### config.mk
export PLATFORM = sky130hd
export DESIGN_NAME = adpll_cpu_seq
export DESIGN_NICKNAME = d
export VERILOG_FILES = /design/src/rtl/adpll_cpu_seq_pkg.sv /design/src/rtl/adpll_cpu_seq_tbl.sv /design/src/rtl/adpll_cpu_seq.sv
export SDC_FILE = /design/constraint.sdc
export NUM_CORES = 1
export LEC_CHECK = 0
export ABC_AREA = 0
export CORE_ASPECT_RATIO = 1.2
export CORE_MARGIN = 5
export CORE_UTILIZATION = 25
export CTS_BUF_LIST = sky130_fd_sc_hd__clkbuf_2 sky130_fd_sc_hd__clkbuf_4 sky130_fd_sc_hd__clkbuf_8
export DETAILED_ROUTE_END_ITERATION = 10
export HOLD_SLACK_MARGIN = 0.05
export REMOVE_ABC_BUFFERS = 1
export SLEW_MARGIN = 20
export SYNTH_ARGS = -nofsm -noshare
export SYNTH_HDL_FRONTEND = slang
export SYNTH_HIERARCHICAL = 1
export SYNTH_SLANG_ARGS = --single-unit
### constraint.sdc
create_clock -name i_clk -period 8.9 [get_ports i_clk]
set_clock_uncertainty 0.05 [all_clocks]
set_input_delay 1.335 -clock i_clk [delete_from_list [all_inputs] [get_ports i_clk]]
set_output_delay 1.335 -clock i_clk [all_outputs]
set_load 0.05 [all_outputs]
### src/rtl/adpll_cpu_seq_pkg.sv
// adpll_cpu_pkg: shared types and defaults for the adpll_ctr CPU-port script sequencer.
//   seq_state_t  - sequencer FSM states
//   cpu_entry_t  - one script entry {bus address, bus data} at the default bus widths
//   CPU_ADDR_W / CPU_DATA_W - default adpll_ctr CPU bus widths
package adpll_cpu_pkg;

    localparam int unsigned CPU_ADDR_W = 5;
    localparam int unsigned CPU_DATA_W = 32;

    typedef enum logic [2:0] {
        ST_IDLE,
        ST_ISSUE,
        ST_WAIT,
        ST_GAP,
        ST_FIN
    } seq_state_t;

    typedef struct packed {
        logic [CPU_ADDR_W-1:0] addr;
        logic [CPU_DATA_W-1:0] data;
    } cpu_entry_t;

endpackage

### src/rtl/adpll_cpu_seq_tbl.sv
// adpll_cpu_seq_tbl: script register file, synchronous write, asynchronous read.
//   i_clk, i_rst  - clock, async active-high reset (clears every entry)
//   i_we, i_widx, i_wentry - write strobe, index, entry; out-of-range indices ignored
//   i_ridx, o_rentry       - combinational read port
module adpll_cpu_seq_tbl
    import adpll_cpu_pkg::*;
#(
    parameter int unsigned N_ENTRIES = 8,
    parameter type entry_t = cpu_entry_t,
    localparam int unsigned IDX_W = $clog2(N_ENTRIES)
) (
    input  logic             i_clk,
    input  logic             i_rst,
    input  logic             i_we,
    input  logic [IDX_W-1:0] i_widx,
    input  entry_t           i_wentry,
    input  logic [IDX_W-1:0] i_ridx,
    output entry_t           o_rentry
);

    entry_t r_mem [N_ENTRIES];

    always_ff @(posedge i_clk or posedge i_rst) begin
        if (i_rst) begin
            for (int unsigned i = 0; i < N_ENTRIES; i++) begin
                r_mem[i] <= '0;
            end
        end else if (i_we && (32'(i_widx) < N_ENTRIES)) begin
            r_mem[i_widx] <= i_wentry;
        end
    end

    assign o_rentry = (32'(i_ridx) < N_ENTRIES) ? r_mem[i_ridx] : '0;

endmodule

### src/rtl/adpll_cpu_seq.sv
// adpll_cpu_seq: replays a loaded {address, data} script as handshaked writes
// on the adpll_ctr CPU port.
//   i_clk, i_rst                 - clock, async active-high reset
//   i_tbl_we/idx/addr/data       - script table load port (honoured only while idle)
//   i_n_entries, i_start         - entries to play and start request (sampled in idle)
//   i_abort                      - stop playback after the current cycle
//   o_sel/o_write/o_address/o_data_in, i_ready - bus initiator side
//   o_busy, o_done, o_err, o_wr_count          - status
module adpll_cpu_seq
    import adpll_cpu_pkg::*;
#(
    parameter int unsigned N_ENTRIES   = 8,
    parameter int unsigned ADDR_W      = CPU_ADDR_W,
    parameter int unsigned DATA_W      = CPU_DATA_W,
    parameter int unsigned TIMEOUT_CYC = 16,
    localparam int unsigned IDX_W      = $clog2(N_ENTRIES),
    localparam int unsigned CNT_W      = $clog2(N_ENTRIES + 1)
) (
    input  logic              i_clk,
    input  logic              i_rst,
    input  logic              i_tbl_we,
    input  logic [IDX_W-1:0]  i_tbl_idx,
    input  logic [ADDR_W-1:0] i_tbl_addr,
    input  logic [DATA_W-1:0] i_tbl_data,
    input  logic [CNT_W-1:0]  i_n_entries,
    input  logic              i_start,
    input  logic              i_abort,
    output logic              o_sel,
    output logic              o_write,
    output logic [ADDR_W-1:0] o_address,
    output logic [DATA_W-1:0] o_data_in,
    input  logic              i_ready,
    output logic              o_busy,
    output logic              o_done,
    output logic              o_err,
    output logic [CNT_W-1:0]  o_wr_count
);

    localparam int unsigned TMO_W = $clog2(TIMEOUT_CYC + 1);

    typedef struct packed {
        logic [ADDR_W-1:0] addr;
        logic [DATA_W-1:0] data;
    } entry_t;

    seq_state_t        r_state;
    logic [CNT_W-1:0]  r_idx;
    logic [CNT_W-1:0]  r_count;
    logic [TMO_W-1:0]  r_tmo;
    logic              r_sel;
    logic [ADDR_W-1:0] r_address;
    logic [DATA_W-1:0] r_data;
    logic              r_busy;
    logic              r_done;
    logic              r_err;
    logic [CNT_W-1:0]  r_wr_count;

    logic              w_tbl_we;
    entry_t            w_wentry;
    entry_t            w_rentry;
    entry_t            w_issue;
    logic [CNT_W-1:0]  w_n_clamped;

    assign w_tbl_we = i_tbl_we && (r_state == ST_IDLE);
    assign w_wentry = '{addr: i_tbl_addr, data: i_tbl_data};

    adpll_cpu_seq_tbl #(
        .N_ENTRIES (N_ENTRIES),
        .entry_t   (entry_t)
    ) u_tbl (
        .i_clk    (i_clk),
        .i_rst    (i_rst),
        .i_we     (w_tbl_we),
        .i_widx   (i_tbl_idx),
        .i_wentry (w_wentry),
        .i_ridx   (r_idx[IDX_W-1:0]),
        .o_rentry (w_rentry)
    );

    // The first bus cycle is registered on the same edge that accepts start,
    // so a table write to entry 0 on that edge is forwarded past the register file.
    always_comb begin
        w_issue = w_rentry;
        if (w_tbl_we && (i_tbl_idx == '0)) begin
            w_issue = w_wentry;
        end
    end

    assign w_n_clamped = (i_n_entries > CNT_W'(N_ENTRIES)) ? CNT_W'(N_ENTRIES) : i_n_entries;

    // ISSUE is the first cycle with sel high; ready is honoured there as well as
    // in WAIT so a zero-wait responder costs exactly 2 bus cycles per write.
    always_ff @(posedge i_clk or posedge i_rst) begin
        if (i_rst) begin
            r_state    <= ST_IDLE;
            r_idx      <= '0;
            r_count    <= '0;
            r_tmo      <= '0;
            r_sel      <= 1'b0;
            r_address  <= '0;
            r_data     <= '0;
            r_busy     <= 1'b0;
            r_done     <= 1'b0;
            r_err      <= 1'b0;
            r_wr_count <= '0;
        end else begin
            r_done <= 1'b0;
            case (r_state)
                ST_IDLE: begin
                    if (i_start) begin
                        r_busy     <= 1'b1;
                        r_err      <= 1'b0;
                        r_wr_count <= '0;
                        r_count    <= w_n_clamped;
                        r_idx      <= '0;
                        r_tmo      <= '0;
                        if (w_n_clamped == '0) begin
                            r_done  <= 1'b1;
                            r_state <= ST_FIN;
                        end else begin
                            r_sel     <= 1'b1;
                            r_address <= w_issue.addr;
                            r_data    <= w_issue.data;
                            r_state   <= ST_ISSUE;
                        end
                    end
                end
                ST_ISSUE, ST_WAIT: begin
                    if (i_ready) begin
                        r_sel      <= 1'b0;
                        r_address  <= '0;
                        r_data     <= '0;
                        r_wr_count <= r_wr_count + CNT_W'(1);
                        r_idx      <= r_idx + CNT_W'(1);
                        if (i_abort) begin
                            r_done  <= 1'b1;
                            r_state <= ST_FIN;
                        end else begin
                            r_state <= ST_GAP;
                        end
                    end else if (i_abort) begin
                        r_sel     <= 1'b0;
                        r_address <= '0;
                        r_data    <= '0;
                        r_done    <= 1'b1;
                        r_state   <= ST_FIN;
                    end else if (r_tmo == TMO_W'(TIMEOUT_CYC - 1)) begin
                        r_sel     <= 1'b0;
                        r_address <= '0;
                        r_data    <= '0;
                        r_err     <= 1'b1;
                        r_done    <= 1'b1;
                        r_state   <= ST_FIN;
                    end else begin
                        r_tmo   <= r_tmo + TMO_W'(1);
                        r_state <= ST_WAIT;
                    end
                end
                ST_GAP: begin
                    if (i_abort || (r_idx >= r_count)) begin
                        r_done  <= 1'b1;
                        r_state <= ST_FIN;
                    end else begin
                        r_sel     <= 1'b1;
                        r_address <= w_issue.addr;
                        r_data    <= w_issue.data;
                        r_tmo     <= '0;
                        r_state   <= ST_ISSUE;
                    end
                end
                ST_FIN: begin
                    r_busy  <= 1'b0;
                    r_idx   <= '0;
                    r_state <= ST_IDLE;
                end
                default: begin
                    r_state <= ST_IDLE;
                end
            endcase
        end
    end

    assign o_sel      = r_sel;
    assign o_write    = r_sel;
    assign o_address  = r_address;
    assign o_data_in  = r_data;
    assign o_busy     = r_busy;
    assign o_done     = r_done;
    assign o_err      = r_err;
    assign o_wr_count = r_wr_count;

endmodule
==> key figures, run 1 <==
Global route
  – GRT Total Usage: 10.9%
  – Vias in the first global route: 10200
  – Met3 Usage GRT: 3.13%
  – GRT Max-Usage Layer: met2
  – Global routing usage on met2: 17.4%
  – Antenna violations before repair: 2
  – Met1 GRT Util: 14.8%
  – Global-route wire length before repair: 63.6 mm
  – Gr ovfl total: 0
  – Largest net degree at the start of global routing: 137

Clock network
  – Post-CTS sizing: 0
  – H-tree lvl count: 2
  – Root Buffer: clkbuf_8
  – Post-CTS setup buffer count: 0
  – Clk buf depth: 3
  – Worst-path clk slew: 0.06 ns
  – Clock latency on the worst-skew pair: 0.65 ns
  – Clk sink count: 357
  – CTS tree: built
  – Hold Buf Count CTS: 0
  – CTS buffer count: 59

Route
  – Residual DRC: 0
  – DRT iter0 DRCs: 434
  – WL final: 40.4 mm
  – Total iterations of the first detailed-routing run: 4
  – Drt wl/cell: 19.4 µm
  – Via density per instance: 4.44
  – Antenna viol nets, final: 0
  – Vias: 9239

Yosys
  – Post-synthesis cell area: 17100 µm²
  – Sequential fraction of the synthesis area: 52.3%
  – Netlist cell types: 56
  – Seq cells post-synth: 357
  – Post-synth ARST share: 100%
  – Main synth FF type: dfrtp_1
  – Synth Area per Inst: 16.5 µm²
  – Synth Instances: 1033
  – Number of flops mapped to enable cells by yosys: 0
  – Yosys warns: 6

Worst hold path
  – HP Class: flop to flop
  – Hold path depth: 2
  – Hold Crit Start: r_tmo[4]
  – Worst Hold End: r_tmo[4]

Timing
  – Hold WS: 0.429 ns
  – Max transition margin: 26.7%
  – Tmin final: 4.18 ns
  – RSZ-0062 raised after global routing: no
  – Count of final hold-check violations: 0
  – Max-slew violations: 0
  – Slew @ Worst Pin: 1.10 ns
  – Setup TNS: 0 ns
  – Final Worst Setup Slack: 4.72 ns
  – Tcrit/Tclk final: 47.0%
  – Final Setup Violations: 0
  – Max Fclk: 239 MHz

Worst setup path
  – CP arrival: 4.64 ns
  – Critical path class: primary input to flop
  – Required @ worst endpoint: 9.35 ns
  – R2R Path End: o_address[1]
  – CP endpoint kind: flop
  – Reg2reg setup slack: 5.02 ns
  – Cells on worst reg2reg path: 7
  – Crit Reg-Reg Startpoint: r_idx[1]
  – Startpoint Class: primary input
  – Crit path max fanout: 26

Power
  – Peak supply drop: 0.280 mV
  – Pwr dens: 352 nW/µm²
  – Static leakage: 8.50 nW

Place
  – Post-DP HPWL: 23.2 mm
  – IO Port Bufs: 95
  – Placed cell count: 1978
  – Setup slack after placement: 3.94 ns
  – Gpl congestion: 0.729

Final layout
  – Final Non-Filler Cells: 2079
  – Area of the multi-input gates: 7600 µm²
  – Synth-to-Final Area Change: 17.0%
  – Register Area: 8940 µm²
  – Fill count: 6819
  – Share of layout cells above drive strength 1: 33.9%
  – Nets: 1191
  – ANT cells: 0

Floorplanning
  – Die height: 296 µm
  – # rows: 105
  – Die X: 249 µm
  – Full die area: 73700 µm²
  – Initial Util: 25.1%
  – Top Ports: 96
  – Core Region: 68100 µm²

Job
  – Max Cap Violations: 0

Status
  – Outcome: complete, no violations
kinds of logic (layout without fill, tap and decap cells):
logic type      count (synthesis)  count (layout)  share of synthesized area (%)
flops                         357             357                           52.3
xor+xnor                        3               3                          0.154
mux                           445             445                           36.5
buf+inv                        80             217                           3.49
simple gates                   66              66                           2.53
fa+ha+maj                       8               8                          0.586
compound gates                 74              74                           4.51
cells in the mapped netlist (3+ instances only):
master     instances  area share, %
a211oi_1           4           0.18
a21oi_1            6           0.18
and4bb_1           3           0.22
buf_2             26           0.76
buf_4             12           0.53
buf_6             23            1.5
buf_8              4           0.35
clkbuf_1           3          0.066
dfrtp_1          357             52
ha_1               8           0.59
inv_1             11           0.24
mux2_1           171             11
mux2_2            45            3.0
mux2_4           117             10
mux2i_1           38            2.2
mux4_2            74            9.7
nand2_1            8           0.18
nand2b_1           3           0.11
nand3_1            9           0.26
nand3b_1           4           0.18
nand4b_1           3           0.15
nor2_1            13           0.29
o21ai_0           12           0.35
o2bb2ai_1          7           0.36
o2bb2ai_2         30            2.6
or3_1              3           0.11
sequential cells by signal, indices dropped and copies added (netlist names):
signal and flops:
o_address 5, o_busy 1, o_data_in 32, o_done 1, o_err 1, o_sel 1
o_wr_count 4, r_count 4, r_idx 4, r_state 3, r_tmo 5, u_tbl/r_mem 296
report_power, final:
| group | switching, mW | internal [mW] | leakage [nW] |
|---|---|---|---|
| Combinational | 1.21 | 1.47 | 3.46 |
| Sequential | 0.515 | 2.39 | 4.41 |
| Clock | 0.652 | 0.801 | 0.629 |
| Total | 2.37 | 4.66 | 8.50 |
routing by layer:
layer  routed length, µm  part of all wire (%)  vias to the layer above
met5                   7                 0.017                        -
met4                 651                   1.6                        2
met3                2020                   5.0                       57
met2               18900                    47                      147
met1               18800                    47                     4938
li1                    -                     -                     4095
cells in the final DEF (no fill, tap or decap), drive strengths merged, types with 3 or more instances in the layout:
| cell | Yosys | routed |
|---|---|---|
| clkdlybuf4s50 | 0 | 95 |
| and4bb | 3 | 3 |
| inv | 11 | 11 |
| nand2b | 3 | 3 |
| o21ai | 14 | 14 |
| mux2 | 333 | 333 |
| clkinv | 0 | 4 |
| ha | 8 | 8 |
| nand2 | 9 | 9 |
| nor3b | 3 | 3 |
| o2bb2ai | 37 | 37 |
| nand3b | 4 | 4 |
| mux4 | 74 | 74 |
| nand3 | 9 | 9 |
| clkbuf | 4 | 93 |
| buf | 65 | 13 |
| mux2i | 38 | 38 |
| a21oi | 6 | 6 |
| dfrtp | 357 | 357 |
| nor4b | 3 | 3 |
| a211oi | 4 | 4 |
| nor3 | 4 | 4 |
| nand4b | 3 | 3 |
| or3 | 3 | 3 |
| nor2 | 13 | 13 |
per-stage QoR:
step | cell area [µm²] | power, mW | utilization (%)
CTS | 19900 | 7.15 | 29.3
global placement | 18800 | 5.55 | 27.6
floorplan | 16500 | 4.89 | -
finish | 20000 | 7.03 | 29.4
global route | 20000 | 7.48 | 29.4
detailed placement | 18800 | 5.63 | 27.6
area by class of cell:
type                       instances  share of cell area, %
timing repair buffer             108                   5.46
multi-input combinational        596                   38.0
tap                              909                   5.69
clock buffer                      93                   5.68
clock inverter                     5                  0.213
inverter                          11                  0.250
sequential                       357                   44.7
worst max-delay path by stage:
stage / startpoint / end / slack (ns) / depth (start not counted)
after detailed placement: i_tbl_we / u_tbl/r_mem[61] / 3.94 / 5
final: i_tbl_we / u_tbl/r_mem[168] / 4.72 / 5
after global routing: i_tbl_we / u_tbl/r_mem[168] / 4.56 / 5
after CTS: i_tbl_we / u_tbl/r_mem[45] / 4.64 / 5
after global placement: i_tbl_we / u_tbl/r_mem[37] / 4.08 / 5
after floorplan: i_rst / u_tbl/r_mem[0] / -0.66 / 1
worst max-delay path, cell delays in order:
cell	delay [ns]
clkdlybuf4s50_1	0.45
nor4b_2	0.86
nand4b_1	0.98
buf_4	0.62
mux2_1	0.38
Note: power is estimated with default switching activity, not from simulation.
==> run 2, diff against run 1 <==
==> constraint.sdc (replaced) <==
create_clock -name i_clk -period 3.85 [get_ports i_clk]
set_clock_uncertainty 0.05 [all_clocks]
set_input_delay 0.5775 -clock i_clk [delete_from_list [all_inputs] [get_ports i_clk]]
set_output_delay 0.5775 -clock i_clk [all_outputs]
set_load 0.05 [all_outputs]
==> run 2 against run 1 <==
  * Count of clock-buffer cells in the layout is 7 higher
  * Routed wire length increased by 5.1%
  * Critical path depth up 3
  * Sequential share of layout area shrank 0.79 points
  * Utilization increased by 0.53 points
  * Power increased by 140%
  * Non-clock buffer count increased by 8
  * Clock power rose to 2.6 times the previous value
  * Die area did not move
  * Register-to-register slack worse by 4.0 ns
  * Largest cell class unchanged
==> key figures, run 2 (synthesis gave the netlist of run 1 again) <==
Route
  – Total iterations of the first detailed-routing run: 4
  – Met3 wire len: 2.29 mm
  – M1 WL: 19.5 mm
  – Vias: 9389
  – Antenna viol nets, final: 0
  – Via density per instance: 4.46
  – DRT iter0 DRCs: 414
  – WL final: 42.5 mm
  – Met2 WL post-DR: 20.0 mm
  – Top layer in use: met5
  – Drt wl/cell: 20.2 µm
  – Residual DRC: 0

Place
  – Gpl congestion: 0.703
  – IO Port Bufs: 95
  – Post-DP Area: 19000 µm²
  – Placed cell count: 1989
  – Post-DP HPWL: 24.1 mm

Worst setup path
  – Crit path max fanout: 23
  – Critical path class: flop to flop
  – Slowest CP cell: dfrtp_4
  – Crit path max-delay family: compound AO/OA/AOI/OAI gates
  – CP arrival: 3.31 ns
  – Startpoint Class: flop
  – CP endpoint kind: flop
  – WP buf/inv: 2
  – Slowest stage delay, CP: 0.49 ns
  – CP Cell Sequence: inv_1 > ha_1 > nor3b_1 > o21ai_1 > a31oi_2 > nand3_4 > buf_4 > o2bb2ai_2
  – Required @ worst endpoint: 4.36 ns

Final layout
  – Synth-to-Final Area Change: 19.1%
  – Reg with most FFs: u_tbl/r_mem
  – Share of layout cells above drive strength 1: 35.2%
  – Max reg flops: 296
  – Util after Layout: 29.9%
  – Final Non-Filler Cells: 2103
  – Nets: 1201
  – Most common cell after layout, fill and taps aside: dfrtp_1
  – Most frequent cells in the layout: 354 x dfrtp_1, 171 x mux2_1, 117 x mux2_4, 95 x clkdlybuf4s50_1, 83 x clkbuf_8
  – Fill count: 6789
  – Final instance area: 20400 µm²

Clock network
  – Post-CTS sizing: 0
  – Worst-path clk slew: 0.06 ns
  – CTS buffer count: 61
  – Clk buf depth: 3
  – Hold Buf Count CTS: 0
  – Root Buffer: clkbuf_8
  – Clock latency on the worst-skew pair: 0.64 ns
  – Clk sink count: 357
  – H-tree lvl count: 2
  – CTS tree: built
  – Post-CTS setup buffer count: 0

Timing
  – Final Setup Violations: 0
  – Max-slew violations: 0
  – Max transition margin: 35.4%
  – Slew @ Worst Pin: 0.969 ns
  – Tmin final: 2.80 ns
  – Setup TNS: 0 ns
  – Max Fclk: 357 MHz
  – Count of final hold-check violations: 0
  – RSZ-0062 raised after global routing: no
  – Tcrit/Tclk final: 72.8%

Floorplanning
  – Core Region: 68100 µm²
  – # rows: 105
  – Die height: 296 µm
  – Full die area: 73700 µm²
  – Initial Util: 25.1%
  – Top Ports: 96
  – Die X: 249 µm

Worst hold path
  – HP Class: flop to flop

Global route
  – Largest net degree at the start of global routing: 92
  – Gr ovfl total: 0
  – Global-route wire length before repair: 66.1 mm
  – Vias in the first global route: 10500
  – GRT Total Usage: 11.4%
  – Antenna violations before repair: 4

Power
  – Peak supply drop: 0.431 mV
  – Static leakage: 8.68 nW
  – Pwr dens: 827 nW/µm²

Job
  – Max Cap Violations: 0

Status
  – Outcome: complete, no violations
-- run 2: cell types whose count changed in the layout (fill, tap and decap cells not counted), sizes merged --
cell,before,now
bufinv,0,2
inv,11,12
clkbuf,93,100
clkinv,4,9
buf,13,21
diode,0,2
clkinvlp,1,0
-- run 2: area by class of cell --
type                    instances  area [µm²]  area share [%]
clock inverters                12         120           0.590
diodes                          2        5.00          0.0246
flip-flops and latches        357        8940            43.9
repair buffers                116        1230            6.06
multi-input cells             596        7600            37.3
well taps                     909        1140            5.59
clock buffers                 100        1270            6.24
inverters                      11        50.0           0.246
-- run 2: worst paths after layout --
kind / slack [ns] / end / from / cells after the start
hold reg to reg: 0.43 / r_tmo[4] / r_tmo[4] / 2
min in group asynchronous: 0.47 / u_tbl/r_mem[99] / i_rst / 2
setup / recovery: 1.05 / o_data_in[24] / r_idx[0] / 8
setup reg to reg: 1.05 / o_data_in[24] / r_idx[0] / 8
hold / removal: 0.43 / r_tmo[4] / r_tmo[4] / 2
max in group asynchronous: 2.32 / u_tbl/r_mem[285] / i_rst / 3
-- run 2: report_power, final --
group          switching, mW  leakage (nW)  total [mW]  internal (mW)
registers              0.994          4.41        6.52           5.52
logic                   3.03          3.52        6.50           3.47
clock network           1.60         0.745        3.82           2.22
total                   5.62          8.68        16.8           11.2
-- run 2: per-layer routing --
metal | track usage (%) | vias to the layer above
met1 | 15.3 | 5035
li1 | - | 4119
met5 | 0 | -
met4 | 2.46 | 4
met2 | 18.7 | 166
met3 | 3.20 | 65
-- run 2: through the flow --
step           power [mW]  hold slack [ns]  worst slack (ns)
6_report             16.8            0.426              1.05
4_1_cts              17.1            0.428              1.01
3_5_place_dp         13.1            0.416             0.676
2_1_floorplan        11.3            0.399             -4.95
3_3_place_gp         12.9            0.412             0.688
5_1_grt              17.8            0.448             0.835
-- run 2: worst reg2reg max path: stages, from the launching register on --
cell	delay, ns
dfrtp_4	0.49
inv_1	0.07
ha_1	0.22
nor3b_1	0.21
o21ai_1	0.19
a31oi_2	0.45
nand3_4	0.39
buf_4	0.45
o2bb2ai_2	0.22
==> run 3, diff against run 2 <==
==> constraint.sdc (replaced) <==
create_clock -name i_clk -period 2.6 [get_ports i_clk]
set_clock_uncertainty 0.05 [all_clocks]
set_input_delay 0.39 -clock i_clk [delete_from_list [all_inputs] [get_ports i_clk]]
set_output_delay 0.39 -clock i_clk [all_outputs]
set_load 0.05 [all_outputs]
==> run 3 against run 2 <==
  * Clock power grew 38%
  * Via count grew 2.5%
  * Utilization is 0.68 points higher
  * Cell area grew 2.3%
  * Count of clock-buffer cells in the layout fell by 9
  * Sequential power rose by 47%
  * Sequential share of layout area decreased by 0.98 points
==> key figures, run 3 (synthesis gave the netlist of run 1 again) <==
Final layout
  – Final instance area: 20800 µm²
  – Reg with most FFs: u_tbl/r_mem
  – Most frequent cells in the layout: 354 x dfrtp_1, 171 x mux2_1, 117 x mux2_4, 95 x clkdlybuf4s50_1, 77 x clkbuf_8
  – Share of layout cells above drive strength 1: 36.5%
  – Most common cell after layout, fill and taps aside: dfrtp_1
  – Synth-to-Final Area Change: 21.8%
  – Max reg flops: 296
  – Nets: 1233

Clock network
  – Clk sink count: 357
  – CTS buffer count: 60
  – CTS tree: built
  – Clock latency on the worst-skew pair: 0.66 ns
  – Worst-path clk slew: 0.07 ns
  – Hold Buf Count CTS: 0
  – Root Buffer: clkbuf_8
  – Clk buf depth: 3
  – H-tree lvl count: 2

Timing
  – Final Setup Violations: 0
  – Tcrit/Tclk final: 97.4%
  – Setup TNS: 0 ns
  – Slew @ Worst Pin: 0.953 ns
  – Max transition margin: 36.5%
  – Max Fclk: 395 MHz
  – Count of final hold-check violations: 0
  – Hold WS: 0.168 ns
  – Tmin final: 2.53 ns
  – Max-slew violations: 0

Place
  – Gpl congestion: 0.747
  – Post-DP Area: 19400 µm²
  – IO Port Bufs: 95
  – Post-DP HPWL: 25.3 mm

Global route
  – Largest net degree at the start of global routing: 50
  – GRT Total Usage: 11.5%
  – Gr ovfl total: 0
  – Antenna violations before repair: 7
  – Vias in the first global route: 10700
  – Global-route wire length before repair: 67.0 mm

Worst setup path
  – Cells on worst reg2reg path: 10
  – CP endpoint kind: flop
  – Reg2reg setup slack: 0.07 ns
  – Crit path max fanout: 7
  – CP arrival: 3.05 ns
  – Critical path class: flop to flop
  – CP Cell Sequence: ha_1 > and3_1 > ha_2 > nor3_2 > a221oi_2 > a311o_2 > o211ai_4 > buf_12 > clkbuf_16 > o2bb2ai_2
  – Required @ worst endpoint: 3.12 ns
  – Slowest CP cell: dfrtp_1
  – Slowest stage delay, CP: 0.40 ns
  – Startpoint Class: flop

Route
  – Antenna viol nets, final: 0
  – M1 WL: 19.4 mm
  – Drt wl/cell: 20.4 µm
  – Via density per instance: 4.52
  – Top layer in use: met5
  – Vias: 9622
  – Residual DRC: 0
  – DRT iter0 DRCs: 459
  – Met3 wire len: 2.39 mm
  – WL final: 43.4 mm
  – Total iterations of the first detailed-routing run: 4
  – Met2 WL post-DR: 20.5 mm

Floorplanning
  – Core Region: 68100 µm²
  – Full die area: 73700 µm²
  – Top Ports: 96
  – Die X: 249 µm
  – Initial Util: 25.1%
  – # rows: 105
  – Die height: 296 µm

Power
  – Pwr dens: 1220 nW/µm²
  – Peak supply drop: 0.446 mV
  – Pwr Total: 25.4 mW
  – Static leakage: 8.89 nW

Job
  – Max Cap Violations: 0

Status
  – Outcome: complete, no violations

Worst hold path
  – HP Class: primary input to asynchronous set/reset pin
[run 3: cell count changes in the layout (fill, tap and decap cells not counted), moves of 2 or more]
cell       previous run  this run
clkinv_2              9         7
buf_16                0         2
buf_4                11        19
clkbuf_8             83        77
buf_12               10        29
clkbuf_4             17        14
diode_2               2         4
clkbuf_16             0         3
[run 3: critical path: cells and delay by family, from the launching register on]
family,cells,cell delay [ns]
AND/OR/NAND/NOR,2,0.42
buffers and inverters,2,0.38
AO/OA/AOI/OAI,4,0.80
flip-flops,1,0.40
adder cells (fa/ha/maj),2,0.42
[run 3: worst paths after layout]
path                                    endpoint        startpoint
worst max-delay path               o_data_in[19]          r_tmo[0]
worst min-delay path            u_tbl/r_mem[117]             i_rst
worst max register to register     o_data_in[19]          r_tmo[0]
worst min register to register  u_tbl/r_mem[219]  u_tbl/r_mem[219]
max in group asynchronous       u_tbl/r_mem[248]             i_rst
min in group i_clk                    r_count[1]    i_n_entries[1]
[run 3: timing repair]
action                     CTS  global route
setup endpoints to repair    0            24
setup buffers                0             4
gates resized for setup      0             4
[run 3: metrics by stage]
step | cells | utilization (%) | setup slack [ns]
6_report | 2127 | 30.6 | 0.0672
5_1_grt | 2124 | 30.6 | -0.00139
4_1_cts | 2115 | 30.4 | 0.0338
3_5_place_dp | 2014 | 28.5 | 0.0403
3_3_place_gp | 2014 | 28.5 | -0.0130
2_1_floorplan | 964 | - | -6.02
[run 3: where the power goes]
group	switching (mW)	internal, mW	total, mW
combinational	4.76	5.74	10.5
sequential	1.40	8.18	9.59
clock	2.32	2.94	5.27
[run 3: layout make-up]
| class | count | area [µm²] |
|---|---|---|
| inverter | 11 | 50.0 |
| multi-input combinational | 596 | 7610 |
| fill | 6764 | 47200 |
| timing repair buffer | 149 | 1820 |
| clock buffer | 91 | 1160 |
| tap | 909 | 1140 |
| sequential | 357 | 8940 |
| antenna | 4 | 10.0 |
| clock inverter | 10 | 98.8 |
[run 3: metal layers]
layer,GRT usage (%),vias up
met5,0,-
met4,3.27,6
met3,3.38,80
met2,18.8,185
met1,15.2,5159
li1,-,4192
